[config.mk]
export PLATFORM = sky130hd
export DESIGN_NAME = shared_window_arbiter
export DESIGN_NICKNAME = d
export VERILOG_FILES = /design/src/rtl/shared_window_arbiter_pkg.sv /design/src/rtl/rr_priority_pick.sv /design/src/rtl/shared_window_arbiter.sv
export SDC_FILE = /design/constraint.sdc
export NUM_CORES = 1
export LEC_CHECK = 0
export ABC_AREA = 1
export ABC_CLOCK_PERIOD_IN_PS = 3960
export BUFFER_PORTS_ARGS = -buffer_cell sky130_fd_sc_hd__buf_2
export CORE_MARGIN = 2
export CORE_UTILIZATION = 35
export DETAILED_ROUTE_END_ITERATION = 7
export MAX_ROUTING_LAYER = met4
export PLACE_DENSITY = 0.7
export SKIP_CTS_REPAIR_TIMING = 1
export SLEW_MARGIN = 20
export SYNTH_ARGS = -nofsm -noshare
export SYNTH_HDL_FRONTEND = slang
export SYNTH_SLANG_ARGS = --single-unit
export TNS_END_PERCENT = 30
[constraint.sdc]
create_clock -name clock -period 3.96 [get_ports clock]
set_input_delay 0.594 -clock clock [delete_from_list [all_inputs] [get_ports clock]]
set_output_delay 0.594 -clock clock [all_outputs]
set_load 0.01 [all_outputs]
[src/rtl/shared_window_arbiter_pkg.sv]
// rtl/shared_window_arbiter_pkg.sv - shared types and width helper for the window arbiter
package shared_window_arbiter_pkg;

    typedef enum logic [0:0] {
        UNLOCKED = 1'b0,
        LOCKED   = 1'b1
    } lock_state_t;

    // Ceiling log2 with a floor of 1 so single-entry ranges still get a bit.
    function automatic int clog2_w(input int value);
        int result;
        result = 1;
        for (int i = 1; i < 31; i++) begin
            if ((1 << i) < value) result = i + 1;
        end
        return result;
    endfunction

endpackage

[src/rtl/rr_priority_pick.sv]
// rtl/rr_priority_pick.sv - combinational round-robin winner search starting at ptr
module rr_priority_pick
    import shared_window_arbiter_pkg::*;
#(
    parameter int REQ_COUNT = 4,
    parameter int ID_WIDTH  = clog2_w(REQ_COUNT)
) (
    input  logic [REQ_COUNT-1:0] valid,
    input  logic [ID_WIDTH-1:0]  ptr,
    input  logic [REQ_COUNT-1:0] mask,
    output logic [REQ_COUNT-1:0] winner,
    output logic [ID_WIDTH-1:0]  index,
    output logic                 found
);

    logic [REQ_COUNT-1:0] cand;

    assign cand = valid & mask;

    // First pass covers ptr..top, second pass wraps to the lowest candidate.
    always_comb begin
        winner = '0;
        index  = '0;
        found  = 1'b0;
        for (int i = 0; i < REQ_COUNT; i++) begin
            if (!found && cand[i] && (ID_WIDTH'(i) >= ptr)) begin
                found     = 1'b1;
                index     = ID_WIDTH'(i);
                winner[i] = 1'b1;
            end
        end
        for (int i = 0; i < REQ_COUNT; i++) begin
            if (!found && cand[i]) begin
                found     = 1'b1;
                index     = ID_WIDTH'(i);
                winner[i] = 1'b1;
            end
        end
    end

endmodule

[src/rtl/shared_window_arbiter.sv]
// rtl/shared_window_arbiter.sv - round-robin arbiter with window check, translation and lock
module shared_window_arbiter
    import shared_window_arbiter_pkg::*;
#(
    parameter int REQ_COUNT   = 4,
    parameter int ADDR_WIDTH  = 10,
    parameter int ADDR_BASE   = 0,
    parameter int ADDR_COUNT  = 8,
    parameter int LOCAL_WIDTH = 3,
    parameter int DATA_WIDTH  = 36,
    parameter int ID_WIDTH    = 2
) (
    input  logic                             clock,
    input  logic                             reset,
    input  logic [REQ_COUNT-1:0]             req_valid,
    output logic [REQ_COUNT-1:0]             req_ready,
    input  logic [REQ_COUNT-1:0]             req_lock,
    input  logic [REQ_COUNT-1:0]             req_write,
    input  logic [REQ_COUNT*ADDR_WIDTH-1:0]  req_address,
    input  logic [REQ_COUNT*DATA_WIDTH-1:0]  req_wdata,
    output logic                             grant_valid,
    input  logic                             grant_ready,
    output logic [ID_WIDTH-1:0]              grant_id,
    output logic [LOCAL_WIDTH-1:0]           grant_local,
    output logic                             grant_write,
    output logic [DATA_WIDTH-1:0]            grant_wdata,
    output logic                             range_error,
    output logic [ID_WIDTH-1:0]              error_id
);

    localparam logic [ID_WIDTH-1:0]    LAST_ID  = ID_WIDTH'(REQ_COUNT - 1);
    localparam logic [LOCAL_WIDTH-1:0] BASE_LOW = LOCAL_WIDTH'(ADDR_BASE);
    localparam logic [ADDR_WIDTH:0]    WIN_LO   = (ADDR_WIDTH + 1)'(ADDR_BASE);
    localparam logic [ADDR_WIDTH:0]    WIN_HI   = (ADDR_WIDTH + 1)'(ADDR_BASE + ADDR_COUNT);

    lock_state_t             state;
    logic [ID_WIDTH-1:0]     ptr;
    logic [ID_WIDTH-1:0]     owner;

    logic                    stage_free;
    logic [REQ_COUNT-1:0]    mask;
    logic [REQ_COUNT-1:0]    win_onehot;
    logic [ID_WIDTH-1:0]     win_index;
    logic                    win_found;
    logic                    accept;

    logic [ADDR_WIDTH-1:0]   sel_addr;
    logic [DATA_WIDTH-1:0]   sel_wdata;
    logic                    sel_write;
    logic                    sel_lock;
    logic [ADDR_WIDTH:0]     addr_ext;
    logic                    in_window;
    logic [LOCAL_WIDTH-1:0]  sel_local;
    logic [ID_WIDTH-1:0]     next_ptr;

    assign stage_free = !grant_valid || grant_ready;
    assign mask       = (state == LOCKED) ? (REQ_COUNT'(1) << owner) : '1;

    rr_priority_pick #(
        .REQ_COUNT (REQ_COUNT),
        .ID_WIDTH  (ID_WIDTH)
    ) u_pick (
        .valid  (req_valid),
        .ptr    (ptr),
        .mask   (mask),
        .winner (win_onehot),
        .index  (win_index),
        .found  (win_found)
    );

    assign req_ready = (stage_free && !reset) ? win_onehot : '0;
    assign accept    = stage_free && win_found;

    always_comb begin
        sel_addr  = '0;
        sel_wdata = '0;
        sel_write = 1'b0;
        sel_lock  = 1'b0;
        for (int i = 0; i < REQ_COUNT; i++) begin
            if (win_onehot[i]) begin
                sel_addr  = req_address[i*ADDR_WIDTH +: ADDR_WIDTH];
                sel_wdata = req_wdata[i*DATA_WIDTH +: DATA_WIDTH];
                sel_write = req_write[i];
                sel_lock  = req_lock[i];
            end
        end
    end

    // Extra top bit keeps BASE+COUNT from wrapping at the top of the address space.
    assign addr_ext  = {1'b0, sel_addr};
    assign in_window = (addr_ext >= WIN_LO) && (addr_ext < WIN_HI);
    assign sel_local = sel_addr[LOCAL_WIDTH-1:0] - BASE_LOW;
    assign next_ptr  = (win_index == LAST_ID) ? '0 : win_index + 1'b1;

    always_ff @(posedge clock or posedge reset) begin
        if (reset) begin
            grant_valid <= 1'b0;
            grant_id    <= '0;
            grant_local <= '0;
            grant_write <= 1'b0;
            grant_wdata <= '0;
            range_error <= 1'b0;
            error_id    <= '0;
            ptr         <= '0;
            owner       <= '0;
            state       <= UNLOCKED;
        end else begin
            range_error <= 1'b0;
            if (stage_free) begin
                grant_valid <= accept && in_window;
                if (accept && in_window) begin
                    grant_id    <= win_index;
                    grant_local <= sel_local;
                    grant_write <= sel_write;
                    grant_wdata <= sel_wdata;
                end
                if (accept && !in_window) begin
                    range_error <= 1'b1;
                    error_id    <= win_index;
                end
                // Lock state follows req_lock of every consumed request, in or out of window.
                if (accept) begin
                    if (sel_lock) begin
                        state <= LOCKED;
                        owner <= win_index;
                        ptr   <= win_index;
                    end else begin
                        state <= UNLOCKED;
                        ptr   <= next_ptr;
                    end
                end
            end
        end
    end

endmodule

== Yosys cells after proc, flatten, opt, wreduce, memory -nomap -nowiden ==
Index checks and enable logic that the tools add are counted.

* Register bits after elaboration: 51
* Input bits: 199

* Shifts and indexed selects: 1
* $add $sub $neg: 1
* Reduce and logical (&&, ||, !) cells: 31
* Multiplexer cells: 45
* Bitwise logic cells: 1
* Eq/ne operators: 1
* Order comparisons: 6

{| class="wikitable"
|+ Operators with widths
! kind !! count
|-
| $mux W36 || 4
|-
| $mux W10 || 4
|-
| $mux W1 || 27
|-
| $logic_and A1 B1 Y1 || 16
|-
| $mux W2 || 8
|-
| $ge A10 B1 Y1 const B || 1
|-
| $logic_not A1 Y1 || 10
|-
| $lt A10 B4 Y1 const B || 1
|-
| $mux W4 || 2
|-
| $reduce_and A2 Y1 || 3
|-
| $and A4 B4 Y4 || 1
|-
| $ge A1 B2 Y1 const A || 2
|-
| $ge A2 B2 Y1 const A || 2
|-
| $shl A1 B2 Y4 const A || 1
|-
| $reduce_and A3 Y1 || 1
|-
| $add A2 B1 Y2 const B || 1
|-
| $eq A2 B2 Y1 const B || 1
|-
| $logic_or A1 B1 Y1 || 1
|}

== Logic depth before layout (Yosys ltp) ==
* Word-level depth: 36
* Mapped depth: 16
* Mapped depth without buffers: 16

== Cells and area by module ==
A second synthesis with hierarchy kept.

* Cell total of the unflattened synthesis: 571
* Area, all modules: 3,609.7 sq um

{| class="wikitable"
|+ Modules (own cells, without submodules)
! module !! area an instance (sq um) !! seq. area each (sq um) !! cells an instance !! times used
|-
| shared_window_arbiter || 3,450.8 || 1,276.2 || 537 || 1
|-
| rr_priority_pick || 158.9 || 0.0 || 34 || 1
|}

== Worst setup path before layout ==
No wires, ideal clock.

* Path type: input to output
* From: input port reset
* To: output port req_ready[0]
* Arrival time: 2.210 ns
* Required time: 3.366 ns
* Setup slack: 1.156 ns
* Path buffers: 0
* Stages on the path: 3
* Cells stage by stage: inv_1 -> nand2_1 -> a21oi_1

* Longest elaborated chain between the ends: 3

{| class="wikitable"
|+ RTL lines
! what !! RTL line !! source
|-
| start, declared || shared_window_arbiter.sv:14 || <nowiki>input logic reset,</nowiki>
|-
| $logic_not A1 Y1 (no line) || - ||
|-
| $logic_and A1 B1 Y1 || shared_window_arbiter.sv:71 || <nowiki>assign req_ready = (stage_free && !reset) ? win_onehot : '0;</nowiki>
|-
| $mux W4 || shared_window_arbiter.sv:71 ||
|-
| end, declared || shared_window_arbiter.sv:16 || <nowiki>output logic [REQ_COUNT-1:0] req_ready,</nowiki>
|}

Every way passes these cells.

== Final worst setup path ==
* From: register owner[0]
* To: output port req_ready[2]

* Longest elaborated chain between the ends: 27
* Elaborated cells between the ends (all ways): 28

{| class="wikitable"
|+ RTL lines
! what !! RTL line !! source
|-
| start, declared || shared_window_arbiter.sv:38 || <nowiki>logic [ID_WIDTH-1:0] owner;</nowiki>
|-
| start signal, assigned || shared_window_arbiter.sv:125 || <nowiki>owner <= win_index;</nowiki>
|-
| $shl A1 B2 Y4 (*) || shared_window_arbiter.sv:57 || <nowiki>assign mask = (state == LOCKED) ? (REQ_COUNT'(1) << owner) : '1;</nowiki>
|-
| $mux W4 (*) || shared_window_arbiter.sv:57 ||
|-
| $and A4 B4 Y4 (*) || rr_priority_pick.sv:18 || <nowiki>assign cand = valid & mask;</nowiki>
|-
| $logic_and A1 B1 Y1 || rr_priority_pick.sv:26 || <nowiki>if (!found && cand[i] && (ID_WIDTH'(i) >= ptr)) begin</nowiki>
|-
| $mux W1 || rr_priority_pick.sv:26 ||
|-
| $logic_not A1 Y1 || rr_priority_pick.sv:26 ||
|-
| $logic_and A1 B1 Y1 (2 in a row) || rr_priority_pick.sv:26 ||
|-
| $mux W1 || rr_priority_pick.sv:26 ||
|-
| [... 10 more ...] || - ||
|-
| $mux W1 || rr_priority_pick.sv:33 || <nowiki>if (!found && cand[i]) begin</nowiki>
|-
| $logic_not A1 Y1 || rr_priority_pick.sv:33 ||
|-
| $logic_and A1 B1 Y1 || rr_priority_pick.sv:33 ||
|-
| $mux W1 || rr_priority_pick.sv:33 ||
|-
| $logic_not A1 Y1 || rr_priority_pick.sv:33 ||
|-
| $logic_and A1 B1 Y1 || rr_priority_pick.sv:33 ||
|-
| $mux W1 (*) || rr_priority_pick.sv:33 ||
|-
| $mux W4 (*) || shared_window_arbiter.sv:71 ||
|}

Mark *: on every way between the ends. The rest lies on a longest branch, timed or not.

==> results.json <==
{
  "hold_path_depth": 2,
  "fp.dieArea_mm2": 0.01041,
  "max-vdd-ir-drop_v": 0.0003401,
  "min-delay-path-class": "register to register",
  "crit_top_cell": "inv_1",
  "setup_viol": 0,
  "endpoint_kind": "output pin",
  "grt_start_max_net_pins": 52,
  "combPwrFrac_pct": 65.4,
  "crit_cells": 11,
  "clock.fmax_mhz": 327.4,
  "die_height_um": 102.0,
  "route.detailed.wl_per_inst_um": 14.01,
  "pin_count": 249,
  "hpwl_um": 9209,
  "ant_nets": 0,
  "clkPwrFrac_pct": 8.6,
  "mostFrequentLayoutCells": "nand2_1 (295), buf_2 (248), nand4_1 (86), dfrtp_1 (51), inv_1 (13)",
  "path_class": "register to output pin",
  "syn_area_mm2": 0.003363,
  "min_period_over_period_pct": 77.13,
  "via_per_inst": 5.009,
  "drc_errors": 0,
  "hold_viol_final": 0,
  "finalWorstSetupSlack_ns": 0.9056,
  "cap_violations": 0,
  "setup_tns_ns": 0,
  "seq_area_frac_synth_pct": 37.95,
  "clkTransAtPathRegs_ns": 0.09,
  "rr_worst_depth": 12,
  "ys_warn_count": 0,
  "slowest_delay_ns": 0.42,
  "worst_ep_required_time_ns": 3.37,
  "clock_sinks": 51,
  "core_area_mm2": 0.009284,
  "cp_max_fo": 23,
  "gp_congestion": 0.9443,
  "ctsRootBufferMaster": "clkbuf_8",
  "path_cells": "inv_1 > o21ai_1 > nand2_1 > inv_2 > nor2_2 > nand4_1 > nand2_2 > buf_4 > inv_1 > nor2_1 > buf_2",
  "cp.arrival_ns": 2.46,
  "htreeDepth": 2,
  "clk_latency_ns": 0.30,
  "crit_family": "simple AND/OR/NAND/NOR gates",
  "dr.pass1.iters": 4,
  "place_ws_ns": 0.8982,
  "drv_slew": 0,
  "worstSetupStartpointType": "register",
  "clockBufferDepth": 2,
  "clock_skew_ns": 0.006505,
  "slew_headroom_pct": 46.62,
  "fillers": 992,
  "grt_overflow": 0,
  "row_count": 35,
  "multiInputGateArea_mm2": 0.001884,
  "worstMarginPinSlew_ns": 0.7988,
  "synthFlopType": "dfrtp_1",
  "port_buffers": 248,
  "syn_nets": 722,
  "cts_tree": "done",
  "yosysUniqueCellTypes": 19,
  "finalNetCount": 952,
  "synth_async_sr_flop_share_pct": 100.0,
  "holdWs_ns": 0.4829,
  "grt_antenna_before_repair": 0,
  "final_common_cell": "nand2_1",
  "grtUsageTotal_pct": 23.73,
  "areaGrowthSynthToFinish_pct": 41.85,
  "vias": 4418,
  "layout-drive-gt1-share_pct": 36.52,
  "seqPwrFrac_pct": 26.0,
  "min_period_ns": 3.054,
  "power.density_mw_per_mm2": 739.6,
  "regArea_mm2": 0.001276,
  "numCtsBuffers": 5,
  "critPathBufInv": 5,
  "switchingPower_uw": 1858,
  "drt-total-wl_um": 12360,
  "synth_edf_count": 0,
  "internal_power_uw": 1671,
  "initial_utilization_pct": 36.23,
  "ys_ff_latch": 51,
  "rsz0062_at_grt": "false",
  "grt_pass1_wl_um": 19170,
  "diodes": 0,
  "die_w_um": 102.0,
  "first_global_vias": 4259,
  "syn_inst": 523,
  "status": "finished, final reports clean",
  "p_leak_uw": 0.002745,
  "initialDrtViolationCount": 104,
  "sw_frac_of_total_pct": 52.65,
  "syn_avg_cell_area_um2": 6.431,
  "critPathSlowestCell": "dfrtp_1"
}
## Yosys cell counts (3+ instances only)
cell | n | area share, %
nor4_1 | 4 | 0.74
dfrtp_1 | 51 | 38
clkbuf_1 | 19 | 2.1
buf_2 | 9 | 1.3
nand3_2 | 3 | 0.89
inv_1 | 14 | 1.6
nand3_1 | 9 | 1.3
nand2_1 | 296 | 33
a21oi_1 | 4 | 0.60
nor2_1 | 12 | 1.3
nand4_1 | 86 | 16
buf_4 | 4 | 0.89
## path summary, 6_finish.rpt
kind / from / to / slack [ns]
max: owner[0] / req_ready[2] / 0.91
min: error_id[1] / error_id[1] / 0.48
max reg2reg: owner[0] / grant_wdata[26] / 1.00
min reg2reg: error_id[1] / error_id[1] / 0.48
max in group asynchronous: reset / grant_wdata[5] / 3.05
min in group asynchronous: reset / owner[1] / 0.49
## worst register-to-register path: cells and delay by family (launching register included)
family	cells	cell delay, ns
compound gates	1	0.23
flops	1	0.42
simple gates	11	2.18
## sequential cells by signal, summed over array words and instances, names as in the netlist
signal       cells
range_error      1
grant_local      3
grant_wdata     36
state            1
owner            2
ptr              2
error_id         2
grant_id         2
grant_valid      1
grant_write      1
## power by group through the flow
| stage | Clock, uW | Sequential (uW) | Combinational [uW] |
|---|---|---|---|
| 2_1_floorplan | 0 | 1000 | 1520 |
| 3_3_place_gp | 0 | 923 | 2240 |
| 3_5_place_dp | 0 | 921 | 2320 |
| 4_1_cts | 311 | 918 | 2320 |
| 5_1_grt | 330 | 946 | 2610 |
| 6_report | 303 | 917 | 2310 |
## kinds of logic (layout without fill, tap and decap cells)
logic type | count (synthesis) | after routing | synth area share (%)
AND/OR/NAND/NOR | 417 | 417 | 54.91
buffers and inverters | 49 | 279 | 6.250
AO/OA/AOI/OAI | 6 | 6 | 0.8929
flip-flops | 51 | 51 | 37.95
## stage by stage
stage | total power, uW | utilization (%) | instances | area, um^2
2_1_floorplan | 2519 | - | 523 | 3363
3_3_place_gp | 3160 | 50.44 | 875 | 4683
3_5_place_dp | 3238 | 50.44 | 875 | 4683
4_1_cts | 3545 | 51.39 | 882 | 4771
5_1_grt | 3889 | 51.39 | 882 | 4771
6_report | 3529 | 51.39 | 882 | 4771
## routing by layer
layer / routed length [um] / up-vias / part of all wire, % / global-route usage (%)
met5: 0 / - / 0 / -
met4: 138 / 0 / 1.1 / 6.974
met3: 856 / 14 / 6.9 / 3.967
met2: 6269 / 201 / 51 / 44.03
met1: 5096 / 2015 / 41 / 25.92
li1: - / 2188 / - / -
## cell type report
cell class,count,share of cell area [%]
well taps,129,3.383
clock inverters,1,0.1049
flip-flops and latches,51,26.75
multi-input cells,423,39.50
clock buffers,6,1.731
repair buffers,256,27.28
inverters,16,1.259
No activity file was read; power rests on OpenSTA's default activity.
